--- src/rtl/matc_row_reorder_if.sv ---
// ---------------------------------------------------------------------------
// matc_row_reorder_if
// Stream bundle between the systolic matmul result path, the row reorder
// stage and its downstream consumer.
//
// Signals:
//   in_valid       result block present (from accumulator-done)
//   in_ready       reorder stage can take a block
//   in_data        one BLOCK_SIZE x BLOCK_SIZE block, element (r,c) at
//                  [(r*BLOCK_SIZE+c)*WIDTH +: WIDTH]
//   out_valid      out_data carries a valid row slice
//   out_ready      consumer accepts the current slice
//   out_data       one block-row slice, element c at [c*WIDTH +: WIDTH]
//   out_row_last   slice is the last one of a C row
//   out_frame_last slice is the last one of matrix C
//
// Modports:
//   slave  - the reorder stage itself
//   master - the environment around it (producer + consumer)
// ---------------------------------------------------------------------------
interface matc_row_reorder_if #(
    parameter int WIDTH      = 16,
    parameter int BLOCK_SIZE = 2,
    parameter int CHUNK_SIZE = 4
);
    logic                          in_valid;
    logic                          in_ready;
    logic [WIDTH*CHUNK_SIZE-1:0]   in_data;
    logic                          out_valid;
    logic                          out_ready;
    logic [WIDTH*BLOCK_SIZE-1:0]   out_data;
    logic                          out_row_last;
    logic                          out_frame_last;

    modport slave (
        input  in_valid, in_data, out_ready,
        output in_ready, out_valid, out_data, out_row_last, out_frame_last
    );

    modport master (
        output in_valid, in_data, out_ready,
        input  in_ready, out_valid, out_data, out_row_last, out_frame_last
    );
endinterface

--- src/rtl/matc_row_reorder.sv ---
// ---------------------------------------------------------------------------
// matc_row_reorder
// Output reorder stage behind the systolic matmul. Whole result blocks of C
// arrive one per beat and are collected into a ping-pong buffer that holds
// one block-row of C per bank. A full bank is re-emitted as row-major slices
// (row r of every block in the block-row, then row r+1, ...) so downstream
// logic sees complete C rows in order.
//
// Ports:
//   clk      single clock
//   rst_n    asynchronous active-low reset
//   i_flush  synchronous abort, clears pointers and flags, beats ignored
//   bus      matc_row_reorder_if.slave (input block stream, output slices)
//   o_done   one-cycle pulse after the out_frame_last beat is accepted
//
// Optional build macro MATC_REORDER_STATS_EN adds:
//   o_ovf_sticky  set once any block is dropped (in_valid while !in_ready)
//   o_drop_cnt    saturating count of dropped blocks
// ---------------------------------------------------------------------------
module matc_row_reorder #(
    parameter int WIDTH             = 16,
    parameter int BLOCK_SIZE        = 2,
    parameter int CHUNK_SIZE        = 4,
    parameter int W_OUTER_DIMENSION = 6,
    parameter int I_OUTER_DIMENSION = 6,
    parameter int COL_SIZE_MAT_C    = W_OUTER_DIMENSION / BLOCK_SIZE,
    parameter int ROW_SIZE_MAT_C    = I_OUTER_DIMENSION / BLOCK_SIZE
) (
    input  logic                    clk,
    input  logic                    rst_n,
    input  logic                    i_flush,
    matc_row_reorder_if.slave       bus,
    output logic                    o_done
`ifdef MATC_REORDER_STATS_EN
   ,output logic                    o_ovf_sticky,
    output logic [15:0]             o_drop_cnt
`endif
);

    localparam int BLK_W   = (COL_SIZE_MAT_C > 1) ? $clog2(COL_SIZE_MAT_C) : 1;
    localparam int ROW_W   = (BLOCK_SIZE > 1) ? $clog2(BLOCK_SIZE) : 1;
    localparam int BROW_W  = (ROW_SIZE_MAT_C > 1) ? $clog2(ROW_SIZE_MAT_C) : 1;
    localparam int WORD_W  = WIDTH * CHUNK_SIZE;
    localparam int SLICE_W = WIDTH * BLOCK_SIZE;

    localparam logic [BLK_W-1:0]  LAST_BLK  = BLK_W'(COL_SIZE_MAT_C - 1);
    localparam logic [ROW_W-1:0]  LAST_ROW  = ROW_W'(BLOCK_SIZE - 1);
    localparam logic [BROW_W-1:0] LAST_BROW = BROW_W'(ROW_SIZE_MAT_C - 1);

    typedef enum logic {
        S_IDLE,
        S_STREAM
    } state_t;

    logic [WORD_W-1:0] r_buf [0:1][0:COL_SIZE_MAT_C-1];

    logic              r_wr_bank;
    logic [BLK_W-1:0]  r_wr_blk;
    logic [1:0]        r_bank_full;

    state_t            r_state;
    state_t            w_state_nxt;
    logic              r_rd_bank;
    logic [ROW_W-1:0]  r_rd_row;
    logic [BLK_W-1:0]  r_rd_blk;
    logic [BROW_W-1:0] r_blkrow_cnt;
    logic              r_done;

    logic              w_in_ready;
    logic              w_wr_fire;
    logic              w_wr_last;
    logic              w_out_valid;
    logic              w_rd_fire;
    logic              w_rd_bank_last;
    logic              w_rd_free;
    logic              w_frame_last;
    logic [1:0]        w_full_nxt;
    logic              w_rd_bank_nxt;
    logic [WORD_W-1:0] w_rd_word;

    assign w_in_ready     = !r_bank_full[r_wr_bank];
    assign w_wr_fire      = bus.in_valid && w_in_ready && !i_flush;
    assign w_wr_last      = (r_wr_blk == LAST_BLK);

    assign w_out_valid    = (r_state == S_STREAM);
    assign w_rd_fire      = w_out_valid && bus.out_ready && !i_flush;
    assign w_rd_bank_last = (r_rd_row == LAST_ROW) && (r_rd_blk == LAST_BLK);
    assign w_rd_free      = w_rd_fire && w_rd_bank_last;
    assign w_frame_last   = w_rd_bank_last && (r_blkrow_cnt == LAST_BROW);

    // Bank-full flags as they will be after this edge. Completing a write
    // and freeing a read bank in the same cycle always touch different banks,
    // because the write bank was not full (in_ready high) while the read bank
    // was.
    always_comb begin
        w_full_nxt    = r_bank_full;
        w_rd_bank_nxt = r_rd_bank;
        if (w_wr_fire && w_wr_last) begin
            w_full_nxt[r_wr_bank] = 1'b1;
        end
        if (w_rd_free) begin
            w_full_nxt[r_rd_bank] = 1'b0;
            w_rd_bank_nxt         = ~r_rd_bank;
        end
    end

    // Looking at next-cycle flags lets out_valid rise on the cycle right
    // after the bank-completing write, and lets the reader move straight onto
    // the other bank without a bubble when it is already full.
    always_comb begin
        w_state_nxt = r_state;
        if (i_flush) begin
            w_state_nxt = S_IDLE;
        end else begin
            case (r_state)
                S_IDLE: begin
                    if (w_full_nxt[w_rd_bank_nxt]) begin
                        w_state_nxt = S_STREAM;
                    end
                end
                S_STREAM: begin
                    if (w_rd_free) begin
                        w_state_nxt = w_full_nxt[w_rd_bank_nxt] ? S_STREAM : S_IDLE;
                    end
                end
                default: w_state_nxt = S_IDLE;
            endcase
        end
    end

    always_ff @(posedge clk or negedge rst_n) begin
        if (!rst_n) begin
            r_state <= S_IDLE;
        end else begin
            r_state <= w_state_nxt;
        end
    end

    always_ff @(posedge clk or negedge rst_n) begin
        if (!rst_n) begin
            r_wr_bank   <= 1'b0;
            r_wr_blk    <= '0;
            r_bank_full <= 2'b00;
        end else if (i_flush) begin
            r_wr_bank   <= 1'b0;
            r_wr_blk    <= '0;
            r_bank_full <= 2'b00;
        end else begin
            r_bank_full <= w_full_nxt;
            if (w_wr_fire) begin
                if (w_wr_last) begin
                    r_wr_blk  <= '0;
                    r_wr_bank <= ~r_wr_bank;
                end else begin
                    r_wr_blk  <= r_wr_blk + 1'b1;
                end
            end
        end
    end

    // Buffer storage needs no reset; a bank is only read once its full flag
    // says every slot was written since the last reset/flush.
    always_ff @(posedge clk) begin
        if (w_wr_fire) begin
            r_buf[r_wr_bank][r_wr_blk] <= bus.in_data;
        end
    end

    always_ff @(posedge clk or negedge rst_n) begin
        if (!rst_n) begin
            r_rd_bank    <= 1'b0;
            r_rd_row     <= '0;
            r_rd_blk     <= '0;
            r_blkrow_cnt <= '0;
            r_done       <= 1'b0;
        end else if (i_flush) begin
            r_rd_bank    <= 1'b0;
            r_rd_row     <= '0;
            r_rd_blk     <= '0;
            r_blkrow_cnt <= '0;
            r_done       <= 1'b0;
        end else begin
            r_done <= w_rd_fire && w_frame_last;
            if (w_rd_fire) begin
                if (r_rd_blk == LAST_BLK) begin
                    r_rd_blk <= '0;
                    if (r_rd_row == LAST_ROW) begin
                        r_rd_row  <= '0;
                        r_rd_bank <= ~r_rd_bank;
                        if (r_blkrow_cnt == LAST_BROW) begin
                            r_blkrow_cnt <= '0;
                        end else begin
                            r_blkrow_cnt <= r_blkrow_cnt + 1'b1;
                        end
                    end else begin
                        r_rd_row <= r_rd_row + 1'b1;
                    end
                end else begin
                    r_rd_blk <= r_rd_blk + 1'b1;
                end
            end
        end
    end

    // Slice r of the current block: the r-th group of BLOCK_SIZE elements.
    assign w_rd_word = r_buf[r_rd_bank][r_rd_blk];

    assign bus.in_ready       = w_in_ready;
    assign bus.out_valid      = w_out_valid;
    assign bus.out_data       = w_rd_word[int'(r_rd_row) * SLICE_W +: SLICE_W];
    assign bus.out_row_last   = w_out_valid && (r_rd_blk == LAST_BLK);
    assign bus.out_frame_last = w_out_valid && w_frame_last;
    assign o_done             = r_done;

`ifdef MATC_REORDER_STATS_EN
    logic        w_drop;
    logic        r_ovf_sticky;
    logic [15:0] r_drop_cnt;

    assign w_drop = bus.in_valid && !w_in_ready && !i_flush;

    always_ff @(posedge clk or negedge rst_n) begin
        if (!rst_n) begin
            r_ovf_sticky <= 1'b0;
            r_drop_cnt   <= '0;
        end else if (i_flush) begin
            r_ovf_sticky <= 1'b0;
            r_drop_cnt   <= '0;
        end else if (w_drop) begin
            r_ovf_sticky <= 1'b1;
            if (r_drop_cnt != 16'hFFFF) begin
                r_drop_cnt <= r_drop_cnt + 16'd1;
            end
        end
    end

    assign o_ovf_sticky = r_ovf_sticky;
    assign o_drop_cnt   = r_drop_cnt;
`endif

endmodule

--- src/flat_wrapper.sv ---
// flat-port wrapper written by rule: the top's interface ports become plain ports
module matc_row_reorder_flat 
#(
    parameter int WIDTH             = 16,
    parameter int BLOCK_SIZE        = 2,
    parameter int CHUNK_SIZE        = 4,
    parameter int W_OUTER_DIMENSION = 6,
    parameter int I_OUTER_DIMENSION = 6,
    parameter int COL_SIZE_MAT_C    = W_OUTER_DIMENSION / BLOCK_SIZE,
    parameter int ROW_SIZE_MAT_C    = I_OUTER_DIMENSION / BLOCK_SIZE
)
  (clk, rst_n, i_flush, o_done, bus_in_valid, bus_in_data, bus_out_ready, bus_in_ready, bus_out_valid, bus_out_data, bus_out_row_last, bus_out_frame_last);
  matc_row_reorder_if #(.WIDTH(WIDTH), .BLOCK_SIZE(BLOCK_SIZE), .CHUNK_SIZE(CHUNK_SIZE)) bus_i ();
  input  logic clk;
  input  logic rst_n;
  input  logic i_flush;
  output logic o_done;
  input wire logic [$bits(bus_i.in_valid)-1:0] bus_in_valid;
  input wire logic [$bits(bus_i.in_data)-1:0] bus_in_data;
  input wire logic [$bits(bus_i.out_ready)-1:0] bus_out_ready;
  output wire logic [$bits(bus_i.in_ready)-1:0] bus_in_ready;
  output wire logic [$bits(bus_i.out_valid)-1:0] bus_out_valid;
  output wire logic [$bits(bus_i.out_data)-1:0] bus_out_data;
  output wire logic [$bits(bus_i.out_row_last)-1:0] bus_out_row_last;
  output wire logic [$bits(bus_i.out_frame_last)-1:0] bus_out_frame_last;
  assign bus_i.in_valid = bus_in_valid;
  assign bus_i.in_data = bus_in_data;
  assign bus_i.out_ready = bus_out_ready;
  assign bus_in_ready = bus_i.in_ready;
  assign bus_out_valid = bus_i.out_valid;
  assign bus_out_data = bus_i.out_data;
  assign bus_out_row_last = bus_i.out_row_last;
  assign bus_out_frame_last = bus_i.out_frame_last;
  matc_row_reorder #(.WIDTH(WIDTH), .BLOCK_SIZE(BLOCK_SIZE), .CHUNK_SIZE(CHUNK_SIZE), .W_OUTER_DIMENSION(W_OUTER_DIMENSION), .I_OUTER_DIMENSION(I_OUTER_DIMENSION), .COL_SIZE_MAT_C(COL_SIZE_MAT_C), .ROW_SIZE_MAT_C(ROW_SIZE_MAT_C)) u_core (.clk(clk), .rst_n(rst_n), .i_flush(i_flush), .bus(bus_i), .o_done(o_done));
endmodule
--- config.mk ---
export PLATFORM = sky130hd
export DESIGN_NAME = matc_row_reorder_flat
export DESIGN_NICKNAME = d
export VERILOG_FILES = /design/src/rtl/matc_row_reorder_if.sv /design/src/rtl/matc_row_reorder.sv /design/src/flat_wrapper.sv
export SDC_FILE = /design/constraint.sdc
export NUM_CORES = 1
export LEC_CHECK = 0
export BUFFER_PORTS_ARGS = -buffer_cell sky130_fd_sc_hd__buf_4
export CORE_UTILIZATION = 27
export DETAILED_ROUTE_END_ITERATION = 16
export GPL_TIMING_DRIVEN = 0
export PLACE_DENSITY = 0.44
export SYNTH_ARGS = -nofsm -noshare
export SYNTH_HDL_FRONTEND = slang
export SYNTH_SLANG_ARGS = --single-unit
--- constraint.sdc ---
create_clock -name clk -period 6.6 [get_ports clk]
set_input_delay 1.32 -clock clk [delete_from_list [all_inputs] [get_ports clk]]
set_output_delay 1.32 -clock clk [all_outputs]
set_load 0.02 [all_outputs]
==> results.txt <==
----------------------------------------------------
[Clock tree]
  TritonCTS Buffers ... 43
  Count of hold buffers inserted by post-cts repair ... 0
  Clk slew on worst S/H paths ... 0.06 ns
  CTS HTree Levels ... 2
  Clock tree from TritonCTS ... done
  PostCTS Resize Cnt ... 0
  Num Clock Sinks ... 397
  Buffers inserted during post-CTS setup optimization ... 0
  Clock Path Buffers ... 3
  Root buffer selected by CTS ... sky130_fd_sc_hd__clkbuf_16
  Clock latency at the later pin of the worst-skew pair ... between 0.5 and 0.6 ns

[Finish]
  Net count, final ... 975
  Synthesis-to-finish area growth ... 22.87%
  Final Cell Area ... approximately 19000 um2
  Final core utilization ... 33.86%
  Share of layout cells above drive strength 1 ... 36.21%
  Most common cell after layout, fill and taps aside ... sky130_fd_sc_hd__edfxtp_1
  Most frequent cells in the layout ... sky130_fd_sc_hd__edfxtp_1 (384), sky130_fd_sc_hd__buf_4 (107), sky130_fd_sc_hd__mux2_2 (65)
  Ant. Diodes ... 0
  Filler cells ... roughly 5300

[STA]
  Tcrit/Tclk final ... approximately 66%
  Maximum clock rate ... 228.5 MHz
  Min Clock Period, post-route ... ~4.4 ns
  Worst-Margin Slew ... between 0.8 and 0.9 ns
  Final Hold Violating Endpoints ... 0
  Final number of setup-violating endpoints ... 0
  Worst-case headroom to the max-slew limit ... roughly 41%
  RSZ-0062 raised after global routing ... false
  Clock tree skew after final layout ... between 0.015 and 0.02 ns
  Slew Limit Fails ... 0
  Setup TNS ... 0 ns

[Detailed routing]
  DRC violations left ... 0
  1st-iter DRT viols ... between 300 and 400
  Aggregate routed wire length ... 38.79 mm
  Via total after detailed routing ... between 7000 and 8000
  Detailed-route vias per instance ... about 4.6
  Remaining number of nets flagged by the antenna check after routing ... 0
  Detailed-routing iteration count for the pre-antenna-repair pass ... 4
  Routed len/inst ... 22.99 um

[Yosys]
  Yosys cell types ... 33
  Post-synthesis sequential area ratio ... 77.35%
  Yosys warns ... 0
  Post-synth design cell area ... 15330 um2
  Mean instance size in the synthesized netlist ... ~21 um2
  Post-synth net total ... around 800
  FF+latch count, synth ... 397
  Post-Synthesis Cells ... between 700 and 800

[Floorplan]
  Overall die area ... just under 60000 um2
  Die height ... roughly 240 um
  Horizontal extent of the die ... roughly 240 um
  Number of rows in the core area ... 86
  Ports ... between 100 and 150
  Initial Utilization ... between 20% and 30%
  Core area ... ~56000 um2

[Worst setup path]
  CP endpoint kind ... primary output
  Delay contributed by the slowest stage of the critical path ... ~0.56 ns
  Critical path launch point ... u_core.r_rd_blk[0]$_DFFE_PN0P_
  Critical setup path kind ... flop to primary output
  Most used cell, CP ... sky130_fd_sc_hd__buf_2
  Critical register-to-register path startpoint ... u_core.r_wr_bank$_DFFE_PN0P_
  Critical Path Fanout Max ... 10
  Nature of the critical path startpoint ... flop
  Master of the slowest instance on the critical path ... sky130_fd_sc_hd__nor2_1
  Critical path arrival ... slightly above 3 ns
  Worst endpoint required time ... 5.28 ns
  List of cells traversed by the critical path ... buf_2 > clkinv_1 > nor2_1 > buf_2 > a22oi_1 > a21oi_1 > buf_4

[Pwr]
  Total design power ... between 5 and 6 mW
  Cell Pwr Density ... approximately 280 nW/um2
  Maximum ir drop on the vdd rail ... ~0.00017 V
  Leakage power summed over all cells ... approximately 6.1 nW

[Placement]
  Count of port buffers added during placement ... around 110
  Gp weighted congestion ... around 0.68
  Half-perimeter wire length after detailed placement ... roughly 26 mm
  Post-detailed-placement cell area ... approximately 18000 um2

[Global route]
  Antenna violations before repair ... 2
  Largest net degree at the start of global routing ... 25
  Global-route wire length before repair ... 57.20 mm
  Overall fraction of global-route tracks in use ... between 10 and 15%
  Vias in the first global route ... about 8400
  Remaining global-route overflow ... 0

[Min path]
  Hold path start ... u_core.r_blkrow_cnt[0]$_DFFE_PN0P_
  Classification of the worst-slack hold path ... flop to flop

[Job]
  Maximum capacitance violations ... 0

[Run status]
  Result of the run ... completed

----------------------------------------------------
-- metal layers --
layer	routed length [um]	vias to the layer above	global-route usage [%]
met5	18	-	0
met4	840	4	4.130
met3	1522	62	2.710
met2	19470	137	23.68
met1	16930	4051	17.48
li1	-	3427	-
-- final cells by class --
type / instances / area [um2] / area share (%)
plain buffers: 44 / 251.5 / 1.335
clock inverters: 24 / 172.7 / 0.9168
repair buffers: 132 / 1219 / 6.470
well taps: 748 / 935.9 / 4.969
multi-input cells: 282 / 3238 / 17.19
clock buffers: 54 / 1139 / 6.045
flip-flops and latches: 397 / 11860 / 62.95
inverters: 6 / 22.52 / 0.1196
-- logic make-up (layout without fill, tap and decap cells) --
family,after synthesis,after routing,synth area share (%)
buffers and inverters,50,260,1.788
flip-flops,397,397,77.35
AO/OA/AOI/OAI,109,109,4.946
multiplexers,131,131,14.50
XOR/XNOR,2,2,0.1143
AND/OR/NAND/NOR,40,40,1.298
-- report_power, final --
part | switching (mW) | internal [mW] | leakage [nW]
clock | 0.953 | 1.30 | 0.640
combinational | 0.119 | 0.0940 | 1.76
sequential | 0.00936 | 2.81 | 3.65
-- path summary, 6_finish.rpt --
check	depth (start not counted)	slack (ns)	to
min in group asynchronous	1	0.60	u_core.r_rd_blk[1]$_DFFE_PN0P_
worst max-delay path	7	2.22	bus_out_data[4]
max in group asynchronous	1	5.82	u_core.r_rd_bank$_DFFE_PN0P_
worst min register to register	1	0.54	u_core.o_done$_DFF_PN0_
worst max register to register	5	4.19	u_core.r_buf[0][86]$_DFFE_PP_
worst min-delay path	1	0.54	u_core.o_done$_DFF_PN0_
-- per-stage QoR --
stage	hold slack [ns]	setup WS [ns]	instances
2_1_floorplan	0.4603	0.1565	729
3_5_place_dp	0.5353	2.589	1609
4_1_cts	0.5402	1.980	1687
3_3_place_gp	0.5215	-5.319	1582
5_1_grt	0.5658	2.031	1687
6_report	0.5425	2.223	1687
-- registers in the layout, summed over array words and instances, names as in the netlist --
| register | count |
|---|---|
| u_core.r_wr_bank | 1 |
| u_core.r_rd_row | 1 |
| u_core.r_blkrow_cnt | 2 |
| u_core.r_buf | 384 |
| u_core.r_rd_bank | 1 |
| u_core.r_rd_blk | 2 |
| u_core.r_wr_blk | 2 |
| u_core.r_bank_full | 2 |
| u_core.bus.out_valid | 1 |
| u_core.o_done | 1 |
-- cell usage after synthesis --
library cell / count / area [um2]
sky130_fd_sc_hd__nand4bb_1: 1 / 11.26
sky130_fd_sc_hd__a21oi_1: 38 / 190.2
sky130_fd_sc_hd__o21bai_1: 2 / 15.01
sky130_fd_sc_hd__nor4_1: 1 / 6.260
sky130_fd_sc_hd__nor3_1: 3 / 15.01
sky130_fd_sc_hd__nor2b_1: 1 / 6.260
sky130_fd_sc_hd__buf_4: 1 / 7.510
sky130_fd_sc_hd__o21ai_0: 3 / 15.01
sky130_fd_sc_hd__clkinv_1: 1 / 3.750
sky130_fd_sc_hd__or3b_1: 1 / 8.760
sky130_fd_sc_hd__dfrtp_1: 13 / 325.3
sky130_fd_sc_hd__nand4_2: 1 / 12.51
sky130_fd_sc_hd__mux4_1: 8 / 210.2
sky130_fd_sc_hd__buf_6: 7 / 78.83
sky130_fd_sc_hd__a221oi_1: 32 / 280.3
sky130_fd_sc_hd__edfxtp_1: 384 / 11530
sky130_fd_sc_hd__mux2i_1: 2 / 20.02
sky130_fd_sc_hd__or3_1: 3 / 18.77
sky130_fd_sc_hd__buf_8: 1 / 15.01
sky130_fd_sc_hd__mux4_2: 56 / 1261
sky130_fd_sc_hd__xnor2_1: 2 / 17.52
sky130_fd_sc_hd__o221ai_1: 2 / 17.52
sky130_fd_sc_hd__buf_1: 1 / 3.750
sky130_fd_sc_hd__nand4b_1: 1 / 8.760
sky130_fd_sc_hd__nand2b_1: 1 / 6.260
sky130_fd_sc_hd__nand3_1: 3 / 15.01
sky130_fd_sc_hd__nand2_1: 9 / 33.78
sky130_fd_sc_hd__buf_2: 15 / 75.07
sky130_fd_sc_hd__nor2_1: 15 / 56.30
sky130_fd_sc_hd__mux2_2: 65 / 732.0
sky130_fd_sc_hd__inv_1: 5 / 18.77
sky130_fd_sc_hd__a22oi_1: 32 / 240.2
sky130_fd_sc_hd__clkbuf_1: 19 / 71.32
-- critical path, delay by kind of cell, from the launching register on --
kind	cells	cell delay [ns]
buffers and inverters	4	1.13
and+or+nand+nor	1	0.56
AOI/OAI and AO/OA	2	0.49
DFF	1	0.31
(Power assumes the default switching activity.)
